==> config.mk <==
export PLATFORM = sky130hd
export DESIGN_NAME = sub_result_display
export DESIGN_NICKNAME = d
export VERILOG_FILES = /design/src/rtl/sub_disp_pkg.sv /design/src/rtl/hex_to_7seg.sv /design/src/rtl/sub_result_display.sv
export SDC_FILE = /design/constraint.sdc
export NUM_CORES = 1
export LEC_CHECK = 0
export ABC_AREA = 1
export CAP_MARGIN = 25
export CORE_AREA = 3 3 59 61
export DETAILED_ROUTE_END_ITERATION = 16
export DIE_AREA = 0 0 62 64
export PLACE_DENSITY = 0.76
export RECOVER_POWER = 100
export SLEW_MARGIN = 10
export SYNTH_ARGS = -nofsm -noshare
export SYNTH_HDL_FRONTEND = slang
export SYNTH_SLANG_ARGS = --single-unit
==> constraint.sdc <==
create_clock -name clk -period 1.8 [get_ports clk]
set_input_delay 0.45 -clock clk [delete_from_list [all_inputs] [get_ports clk]]
set_output_delay 0.45 -clock clk [all_outputs]
set_load 0.01 [all_outputs]
==> src/rtl/sub_disp_pkg.sv <==
// Shared definitions for the subtractor result display.
//   - Segment constants (active-low, {g,f,e,d,c,b,a})
//   - 16-entry hex glyph table
//   - FSM state encoding
package sub_disp_pkg;

    localparam logic [6:0] SEG_BLANK = 7'h7F;
    localparam logic [6:0] SEG_MINUS = 7'h3F;

    // Index = hex value 0..F
    localparam logic [6:0] HEX_GLYPH [16] = '{
        7'h40, 7'h79, 7'h24, 7'h30, 7'h19, 7'h12, 7'h02, 7'h78,
        7'h00, 7'h10, 7'h08, 7'h03, 7'h46, 7'h21, 7'h06, 7'h0E
    };

    typedef enum logic {
        EMPTY = 1'b0,
        SHOW  = 1'b1
    } state_e;

endpackage

==> src/rtl/hex_to_7seg.sv <==
// Hex digit to active-low 7-segment glyph, purely combinational.
// Ports:
//   hex_i  4-bit value 0..F
//   seg_o  segments {g,f,e,d,c,b,a}, active-low
module hex_to_7seg
    import sub_disp_pkg::*;
(
    input  logic [3:0] hex_i,
    output logic [6:0] seg_o
);

    assign seg_o = HEX_GLYPH[hex_i];

endmodule

==> src/rtl/sub_result_display.sv <==
// Captures a 4-bit subtractor result on a load button edge, converts it to
// sign/magnitude and drives a 2-digit multiplexed active-low 7-segment display.
// Ports:
//   clk, rst        clock, asynchronous active-high reset
//   S4..S1, Cout    difference bits (MSB..LSB) and carry-out (1 = no borrow)
//   load            raw push-button level, asynchronous to clk
//   seg             segments {g,f,e,d,c,b,a}, active-low
//   an              digit enables, active-low; bit0 magnitude, bit1 sign
//   valid/neg/zero  status flags for LEDs
module sub_result_display
    import sub_disp_pkg::*;
#(
    parameter int unsigned REFRESH_DIV = 50000
) (
    input  logic       clk,
    input  logic       rst,
    input  logic       S4,
    input  logic       S3,
    input  logic       S2,
    input  logic       S1,
    input  logic       Cout,
    input  logic       load,
    output logic [6:0] seg,
    output logic [1:0] an,
    output logic       valid,
    output logic       neg,
    output logic       zero
);

    localparam int unsigned CntW = (REFRESH_DIV > 2) ? $clog2(REFRESH_DIV) : 1;
    localparam logic [CntW-1:0] CntMax = CntW'(REFRESH_DIV - 1);

    // Load synchronizer; ff1/ff2 resolve metastability, ff3 gives edge detect.
    logic ff1_q, ff2_q, ff3_q;
    logic pulse;

    logic [3:0]      mag_q, mag_d;
    logic            neg_q, neg_d;
    logic            zero_q, zero_d;
    state_e          state_q, state_d;
    logic [CntW-1:0] cnt_q, cnt_d;
    logic            digit_sel_q, digit_sel_d;
    logic [6:0]      glyph;

    assign pulse = ff2_q & ~ff3_q;

    always_comb begin
        logic [3:0] s;
        logic [3:0] m;
        s = {S4, S3, S2, S1};
        // Cout=0 means a borrow: S is the two's complement of a negative result.
        m = Cout ? s : (~s + 4'd1);

        mag_d   = mag_q;
        neg_d   = neg_q;
        zero_d  = zero_q;
        state_d = state_q;
        if (pulse) begin
            mag_d   = m;
            neg_d   = ~Cout;
            zero_d  = (m == 4'd0) & Cout;
            state_d = SHOW;
        end
    end

    always_comb begin
        cnt_d       = cnt_q + 1'b1;
        digit_sel_d = digit_sel_q;
        if (cnt_q == CntMax) begin
            cnt_d       = '0;
            digit_sel_d = ~digit_sel_q;
        end
    end

    always_ff @(posedge clk or posedge rst) begin
        if (rst) begin
            ff1_q       <= 1'b0;
            ff2_q       <= 1'b0;
            ff3_q       <= 1'b0;
            mag_q       <= 4'd0;
            neg_q       <= 1'b0;
            zero_q      <= 1'b0;
            state_q     <= EMPTY;
            cnt_q       <= '0;
            digit_sel_q <= 1'b0;
        end else begin
            ff1_q       <= load;
            ff2_q       <= ff1_q;
            ff3_q       <= ff2_q;
            mag_q       <= mag_d;
            neg_q       <= neg_d;
            zero_q      <= zero_d;
            state_q     <= state_d;
            cnt_q       <= cnt_d;
            digit_sel_q <= digit_sel_d;
        end
    end

    hex_to_7seg u_hex_to_7seg (
        .hex_i (mag_q),
        .seg_o (glyph)
    );

    always_comb begin
        an = digit_sel_q ? 2'b01 : 2'b10;
        if (state_q == EMPTY) begin
            seg = SEG_BLANK;
        end else if (!digit_sel_q) begin
            seg = glyph;
        end else begin
            seg = neg_q ? SEG_MINUS : SEG_BLANK;
        end
    end

    assign valid = (state_q == SHOW);
    assign neg   = neg_q;
    assign zero  = zero_q;

endmodule

==> results.txt <==
After synthesis, the largest area contributor takes up approximately 42% of total cell area. The number of setup violations in the final report is 7. In this run, synthesis inferred 0 flip-flops with an integrated enable.

The final worst hold slack is 0.375 ns. The post-placement cell area is 1940 um^2. The cell area after technology mapping came out at about 1600 um^2. In the synthesized netlist, the number of instances is around 210. IR analysis of the VDD net gives a maximum drop of 0.000483 V. The antenna diode instance count is 0. Subtracting the final worst setup slack from the clock period gives roughly 2.1 ns. The number of remaining DRC errors came out at 0. The final worst clock skew is between 0.005 and 0.006 ns. TritonCTS built the clock tree.

STA classifies the critical path endpoint as a primary output. The data arrival time of the worst path came out at 1.62 ns. Setup slack on the critical path of the routed design comes to -0.269 ns. The sum of overflow across all layers after global routing is 0. The first-pass iteration count of the detailed router came out at 4.

OpenSTA, run right after detailed placement, puts the worst setup slack at -0.293 ns. The wire length per cell after detailed routing is around 12 um. The leakage component of the power is 1.03 nW.

The design area came out at 2110 um^2. The root buffer cell chosen for the clock tree is clkbuf_4. The count of buffers inserted at the top-level ports came out at 19. The post-synthesis to final-layout area growth came out at 31.4%. The start-to-end type of the worst setup path is reg2out. The most frequently used cell type in the post-synthesis netlist is nor2_1.

After clock tree synthesis, the clock-pin slew on the worst setup and hold paths is 0.15 ns. The share of flip-flops with an asynchronous set or reset is 100%. In this run the most critical hold path is launched from ff1_q$_DFF_PP0_. The floorplan step defined a core boundary enclosing 3030 um^2. The maximum net fanout on the critical path came out at 3. The worst endpoint required time is between 1 and 1.5 ns. The first-pass GRT wire length is 5.70 mm. The initial antenna violation count came out at 0. The number of core rows is 20. The worst path uses 115% of the clock period. After synthesis, the netlist uses 27 different library cells. The iteration-0 DRC count of the detailed router came out at ~90. Across all layers, the routed design uses between 1000 and 1500 vias. Timing would allow up to a little under 0.5 GHz. Of the synthesized area, sequential elements account for between 40 and 50%. The post-detailed-route count of antenna-violating nets is 0. By count the netlist is led by nor2_1, nand2_1, inv_1.

By area the synthesized netlist is led by dfrtp_1, nor2_1, nand2_1. The starting density of the core came out at a little over half. The hold-fix buffer count after cts came out at 0. The maximum root-to-sink buffer count is 2. The actual slew at the worst max-slew pin came out at 0.646 ns.

The number of sinks handled by clock tree synthesis came out at 27. The max capacitance violation total is 0. The number of buffers created by CTS is 3. Summed over all nets, the half-perimeter wirelength after detailed placement is 2.38 mm. A synthesized cell averages approximately 7.7 um^2. The number of global-route vias before repair was between 1000 and 1500.

The total wirelength of the detailed-routed design is 3.41 mm. In this run the vertical extent of the chip is around 64 um. The class of the tightest hold or removal check is reg2reg.

The die width is just over 60 um. The final count of hold timing violations is 0. The worst setup path is launched from a flop. The final reports fail on negative setup slack.

The source-to-sink clock delay at the later pin of the worst-skew pair is around 0.33 ns. In this run the number of H-tree levels came out at 1. In the global route stage, overall resource usage came out at 18.8%.

The die area came out at 3970 um^2. Tracing the worst setup path back leads to its startpoint at mag_q[0]$_DFFE_PP0P_. The power per cell area came out at roughly 650 nW/um^2. The flow ran to the end, but the final reports show violations. The Yosys step of the flow raised 0 warnings.

The worst pin sits at a relative slew slack of a little under three fifths. The layout net count is 267. Synthesis inferred 27 register bits. The average vias per placed instance is between 4 and 5. When the netlist entered floorplanning its net count stood at approximately 230. The startpoint identified for the worst register-to-register timing path is cnt_q[0]$_DFF_PP0_. The weighted congestion at the end of routability-driven global placement came out at a little under 0.9.

The filler cells instantiated in the layout total ~250. The maximum number of pins on one net before global-route repair is 28. The largest total area in the synthesized netlist belongs to dfrtp_1. In the synthesized netlist the dominant register cell turns out to be dfrtp_1. Setup repair after global routing could not meet its margin everywhere. The number of placed I/O pins came out at 20. The count of pins over their slew limit came to 0. The fraction of layout instances using a drive strength above 1 came out at 22.1%.
## area by class of cell
class	count	area (um^2)	area share (%)
clock inverter	1	7.51	0.356
timing repair buffer	40	315	14.9
tap	44	55.1	2.61
multi-input combinational	146	907	43.0
clock buffer	3	22.5	1.07
sequential	27	676	32.0
inverter	32	128	6.05
## worst paths after layout
kind                                           end  slack, ns  depth (start not counted)
setup / recovery                            seg[0]      -0.27                          6
hold / removal                     ff2_q$_DFF_PP0_       0.38                          0
setup reg to reg               cnt_q[15]$_DFF_PP0_       0.29                          6
hold reg to reg                    ff2_q$_DFF_PP0_       0.38                          0
max in group asynchronous  digit_sel_q$_DFFE_PP0N_       0.68                          3
min in group asynchronous       cnt_q[8]$_DFF_PP0_       0.71                          3
## cells by family after synthesis
logic type	count (synthesis)	synth area share, %
simple gates	101	27.0
buf+inv	36	9.27
compound gates	27	9.74
flops	27	42.1
xor+xnor	9	4.91
fa+ha+maj	9	7.01
## metal layers
layer | vias up | track usage, % | part of all wire [%]
met4 | 0 | 5.57 | 1.6
met5 | - | 0 | 0
met2 | 31 | 29.0 | 46
met3 | 7 | 2.42 | 3.1
met1 | 658 | 27.1 | 49
li1 | 744 | - | -
## per-stage QoR
step | TNS [ns] | utilization [%] | power, W | instances
after detailed placement | -1.81 | 63.9 | 0.00100 | 283
final | -1.43 | 69.7 | 0.00136 | 293
after CTS | -1.37 | 67.2 | 0.00129 | 289
after floorplan | 0 | - | 0.000816 | 209
after global placement | -1.67 | 63.9 | 0.000995 | 283
after global routing | -1.98 | 69.7 | 0.00143 | 293
## registers in the layout (all words and copies together), names as in the netlist
name and count:
digit_sel_q 1, valid 1, ff1_q 1, neg 1, cnt_q 16, zero 1
ff3_q 1, ff2_q 1, mag_q 4
## layout by cell type (no fill, tap or decap), drive strengths merged
| master | instances |
|---|---|
| inv | 32 |
| o311ai | 1 |
| xor2 | 8 |
| dlygate4sd3 | 3 |
| nor3 | 1 |
| clkdlybuf4s50 | 6 |
| clkdlybuf4s15 | 1 |
| o2111ai | 1 |
| nor2 | 42 |
| o22ai | 1 |
| dfrtp | 27 |
| a211oi | 1 |
| o31ai | 1 |
| ha | 9 |
| buf | 25 |
| clkbuf | 6 |
| nand2 | 41 |
| a21oi | 6 |
| xnor2 | 1 |
| o21ai | 11 |
| clkinvlp | 1 |
| nand4 | 2 |
| o211ai | 1 |
| nand3 | 15 |
| dlygate4sd2 | 2 |
| a31oi | 4 |
## power breakdown
group / internal, W / leakage (nW) / switching [W]
clock network: 0.0000852 / 0.0139 / 0.000190
registers: 0.000626 / 0.339 / 0.0000212
logic: 0.000209 / 0.676 / 0.000230
## worst max-delay path, cell delays in order (launching register included)
cell and delay [ns]:
dfrtp_1 0.45, buf_6 0.15, ha_4 0.16, buf_4 0.13, a31oi_1 0.17, nand3_1 0.08
buf_2 0.14
## timing repair
action                     CTS  global route
resized for setup           57            15
hold endpoints to repair     0             0
buffers inserted             2             4
setup endpoints to repair   10             9
pin swaps                   14             7
Note: power is estimated with default switching activity, not from simulation.
==> RTL change 1: new RTL, config.mk and constraints unchanged <==
Put a register stage on the output `seg`, cleared by the reset. The value now appears one clock later. The other outputs are not delayed to match.
--- a/src/rtl/sub_result_display.sv
+++ b/src/rtl/sub_result_display.sv
@@ -29,6 +29,8 @@
 
     localparam int unsigned CntW = (REFRESH_DIV > 2) ? $clog2(REFRESH_DIV) : 1;
     localparam logic [CntW-1:0] CntMax = CntW'(REFRESH_DIV - 1);
+
+    logic [6:0] seg_d;
 
     // Load synchronizer; ff1/ff2 resolve metastability, ff3 gives edge detect.
     logic ff1_q, ff2_q, ff3_q;
@@ -104,11 +106,11 @@
     always_comb begin
         an = digit_sel_q ? 2'b01 : 2'b10;
         if (state_q == EMPTY) begin
-            seg = SEG_BLANK;
+            seg_d = SEG_BLANK;
         end else if (!digit_sel_q) begin
-            seg = glyph;
+            seg_d = glyph;
         end else begin
-            seg = neg_q ? SEG_MINUS : SEG_BLANK;
+            seg_d = neg_q ? SEG_MINUS : SEG_BLANK;
         end
     end
 
@@ -116,5 +118,13 @@
     assign neg   = neg_q;
     assign zero  = zero_q;
 
+    always_ff @(posedge clk or posedge rst) begin
+        if (rst) begin
+            seg <= '0;
+        end else begin
+            seg <= seg_d;
+        end
+    end
+
 endmodule
 
Function: changed (a bounded check fails within 4 cycles, from zero or initial values and one cycle with rst high).
==> RTL change 1 against the unedited design <==
Wire length rose by 2.9%. Sequential cell count rose by 7. Clock power rose by 63%. Global-route usage rose by 1.7 points. Critical path depth fell by 5. Final area fell by 1.9%. Combinational power fell by 36%. Total power rose by 16%. Worst setup slack improved by 0.33 ns. Synthesized area rose by 10%. Die area did not move. Cell count fell by 3.1%. Non-clock buffer count fell by 17. Largest power group unchanged. Highest routed layer unchanged.
==> RTL change 1: results (changes against the unedited design) <==
* Status: complete, no violations
* Most numerous cell in the Yosys netlist: nand2_1
* List of most frequent post-synthesis cells: nand2_1, dfrtp_1, nor2_1
* CP max stage delay at 0.56 ns (+0.11 ns)
* Met3 Use GR at 0.05051 (+0.02626)
* Sw Ratio at 0.2811 (-0.04298)
* Global-route wire length before repair at 6.092 mm (+6.9%)
* Gr usage total at 0.2054 (+0.01727)
* Worst-margin pin slew at 0.7960 ns (+0.1503 ns)
* #MultiIn Comb at 145 (-0.68%)
* P_seq at 0.854 mW (+32%)
* Multi-input gate area at 772.0 sq um (-15%)
* VDD IR max at 599.2 uV (+24%)
* Post-synth cell types at 23 (-15%)
* GR Util met1 at 0.2577 (-0.01370)
* Non-clock buffering overhead at 0.1045 (-0.04485)
* Synth Area in Compound Gates at 0.08045 (-0.01690)
* Largest cells by area after synthesis: dfrtp_1, nand2_1, nor2_1
* Gpl congestion at 0.9014 (+3.0%)
* H-tree levels at 2 (+1)
* HPWL after DPL at 2.541 mm (+6.7%)
* GRT met2 Usage at 0.3122 (+0.02202)
* Met1 WL at 1.527 mm (-8.7%)
* Clock power frac at 0.282 (+0.080)
* Seq area share at 0.4109 (+0.09078)
* Fraction of layout cells with a size suffix above 1 at 0.07083 (-0.1501)
* Avg Vias per Cell at 5.063 (+3.0%)
* CP top delay family: buffers and inverters
* WL met3 at 152 microns (+46%)
* Regs by FF count: cnt_q x16, seg x7, mag_q x4
* Bufs w/o clock at 23 (-43%)
* # fillers at 245 (-0.41%)
* Initial DRC Count at 79 (-13%)
* Sequential-to-total area share from yosys stat at 0.4799 (+0.05933)
* Final std cells w/o fill at 284 (-3.1%)
* Power Dens Cells at 764.5 nW/um^2 (+18%)
* CTS buffer count at 5 (+2)
* Dpl ws at -0.01373 ns (+0.2796 ns)
* CP max-delay cell: clkdlybuf4s50_1
* Static leakage at 1.028 nW (-0.17%)
RTL change 1: what timing repair did:
action                     4_1_cts  5_1_grt
setup endpoints to repair        1        2
setup buffers                    0        3
resized for setup                1        0
hold endpoints to repair         0        0
RTL change 1: per-stage QoR:
stage,utilization,area (sq um)
6_report,0.6839,2071
5_1_grt,0.6839,2071
4_1_cts,0.6822,2066
3_5_place_dp,0.6616,2003
3_3_place_gp,0.6616,2003
2_1_floorplan,-,1773
RTL change 1: final timing paths:
path,startpoint,to,slack (ns),cells past startpoint
max in group asynchronous,rst,digit_sel_q,0.53,3
worst min-delay path,ff1_q,ff2_q,0.37,0
min in group asynchronous,rst,cnt_q[15],0.77,3
worst min register to register,ff1_q,ff2_q,0.37,0
worst max-delay path,neg,neg,0.06,1
worst max register to register,cnt_q[0],cnt_q[9],0.27,6
RTL change 1: worst register-to-register path: stages, from the launching register on:
cell and delay (ns):
dfrtp_1 0.40, ha_1 0.18, nand2_1 0.10, nor2_1 0.31, nand4_1 0.13, nor2_1 0.22, nor2_1 0.07
==> RTL change 2: new RTL, same settings <==
Without the edit above. Set the parameter `REFRESH_DIV` to 12500 (it was 50000).
--- a/src/rtl/sub_result_display.sv
+++ b/src/rtl/sub_result_display.sv
@@ -10,7 +10,7 @@
 module sub_result_display
     import sub_disp_pkg::*;
 #(
-    parameter int unsigned REFRESH_DIV = 50000
+    parameter int unsigned REFRESH_DIV = 12500
 ) (
     input  logic       clk,
     input  logic       rst,
Function: same outputs for any inputs over 10 cycles, from zero or initial values and one cycle with rst high; that may be too few to reach the edited logic, so the function may still have changed.
==> RTL change 2 against the unedited design <==
The flow still finishes with violations (setup timing). Worst setup slack gained 0.025 ns. Critical endpoint is now seg[4]. Sequential cell count is 2 lower. Register-to-register slack got worse by 0.17 ns. Total power shrank 9.7%. Synthesized area decreased by 5.6%. Clock power rose by 2%. Final area fell by 9.3%. Sequential share of layout area rose by 0.80 points. Largest power group unchanged. Non-clock buffer count decreased by 6. Maximum frequency grew 1.2%. Wire length decreased by 6.7%.
==> RTL change 2: results (changes against the unedited design) <==
* Status: complete, but fails checks
* Failing checks: setup timing
* Crit path max fanout at 5 (+2)
* Post-synth cell types at 22 (-19%)
* Regs by FF count: cnt_q x14, mag_q x4
* Setup TNS at -1.528 ns (-0.09677 ns)
* Routed wire per std cell at 11.32 microns (-2.7%)
* # fillers at 287 (+17%)
* Post-synth net total at 219 (-3.1%)
* Dpl ws at -0.2930 ns (+0.0003690 ns)
* Initial DRC Count at 54 (-41%)
* List of most frequent post-synthesis cells: nand2_1, inv_1, nor2_1
* HPWL after DPL at 2.363 mm (-0.74%)
* CP max stage delay at 0.42 ns (-0.03 ns)
* Fraction of layout cells with a size suffix above 1 at 0.1814 (-0.03945)
* Static leakage at 1.011 nW (-1.7%)
* Critical Path End: seg[4]
* Largest net degree at the start of global routing at 26 (-7.1%)
* Setup ws final at -0.2437 ns (+0.02501 ns)
* Largest cells by area after synthesis: dfrtp_1, nand2_1, inv_1
* Sequential-to-total area share from yosys stat at 0.4125 (-0.008019)
* Hold Buf Count CTS at 0 (unchanged)
* Avg Vias per Cell at 4.779 (-2.8%)
* Gpl congestion at 0.8315 (-5.0%)
* Final Setup Violations at 7 (unchanged)
* Rel. slew slack at 0.5885 (+0.01895)
* WP data arrival at 1.59 ns (-0.03 ns)
* Fin nets at 255 (-4.5%)
* Setup slack, reg-to-reg at 0.12 ns (-0.17 ns)
* Crit Reg-Reg Endpoint: cnt_q[6]
## RTL change 2: cell count changes after synthesis, sizes merged, moves of 2 or more
| cell | change |
|---|---|
| nand4 | +4 |
| nand2 | +7 |
| a21oi | -3 |
| dfrtp | -2 |
| nor2 | -12 |
| inv | +6 |
| a31oi | -3 |
## RTL change 2: what timing repair did
| item | in CTS | in global routing |
|---|---|---|
| pin swaps | 2 | 4 |
| resized for setup | 41 | 19 |
| gates cloned | 0 | 0 |
| endpoints found under the setup margin | 9 | 9 |
| setup buffers | 4 | 0 |
## RTL change 2: how the worst min path moves through the flow
| stage | from | end | cells past startpoint |
|---|---|---|---|
| 6_report | ff1_q | ff2_q | 0 |
| 5_1_grt | ff1_q | ff2_q | 0 |
| 4_1_cts | ff1_q | ff2_q | 0 |
| 3_5_place_dp | ff1_q | ff2_q | 0 |
| 3_3_place_gp | ff1_q | ff2_q | 0 |
| 2_1_floorplan | ff1_q | ff2_q | 0 |
## RTL change 2: through the flow
step	instance area (sq um)	cells	utilization
4_1_cts	1869	281	0.6174
3_3_place_gp	1827	273	0.6033
6_report	1914	281	0.6322
5_1_grt	1914	281	0.6322
2_1_floorplan	1516	202	-
3_5_place_dp	1827	273	0.6033
## RTL change 2: power breakdown
part	total [mW]	switching, mW	internal, mW	leakage [nW]
registers	0.622	0.0392	0.583	0.309
logic	0.329	0.170	0.159	0.684
clock network	0.280	0.189	0.0907	0.0183
total	1.23	0.399	0.832	1.01
## RTL change 2: logic make-up after synthesis
group	after synthesis	synth area share
fa+ha+maj	9	0.07426
compound gates	20	0.07673
buf+inv	41	0.1056
simple gates	100	0.2904
xor+xnor	7	0.04043
flops	25	0.4125
## RTL change 2: layout make-up
type	instances	share of cell area
Multi-Input combinational cell	136	0.4046
Inverter	38	0.07974
Sequential cell	25	0.3281
Tap cell	44	0.02876
Timing Repair Buffer	34	0.1425
Clock buffer	3	0.01176
Clock inverter	1	0.004575
## RTL change 2: routing by layer
metal | share of wire | track usage | wire, microns
met2 | 0.50 | 0.2902 | 1592
met3 | 0.037 | 0.01818 | 118
met5 | 0 | 0 | 0
met1 | 0.44 | 0.2134 | 1385
met4 | 0.026 | 0.08488 | 84
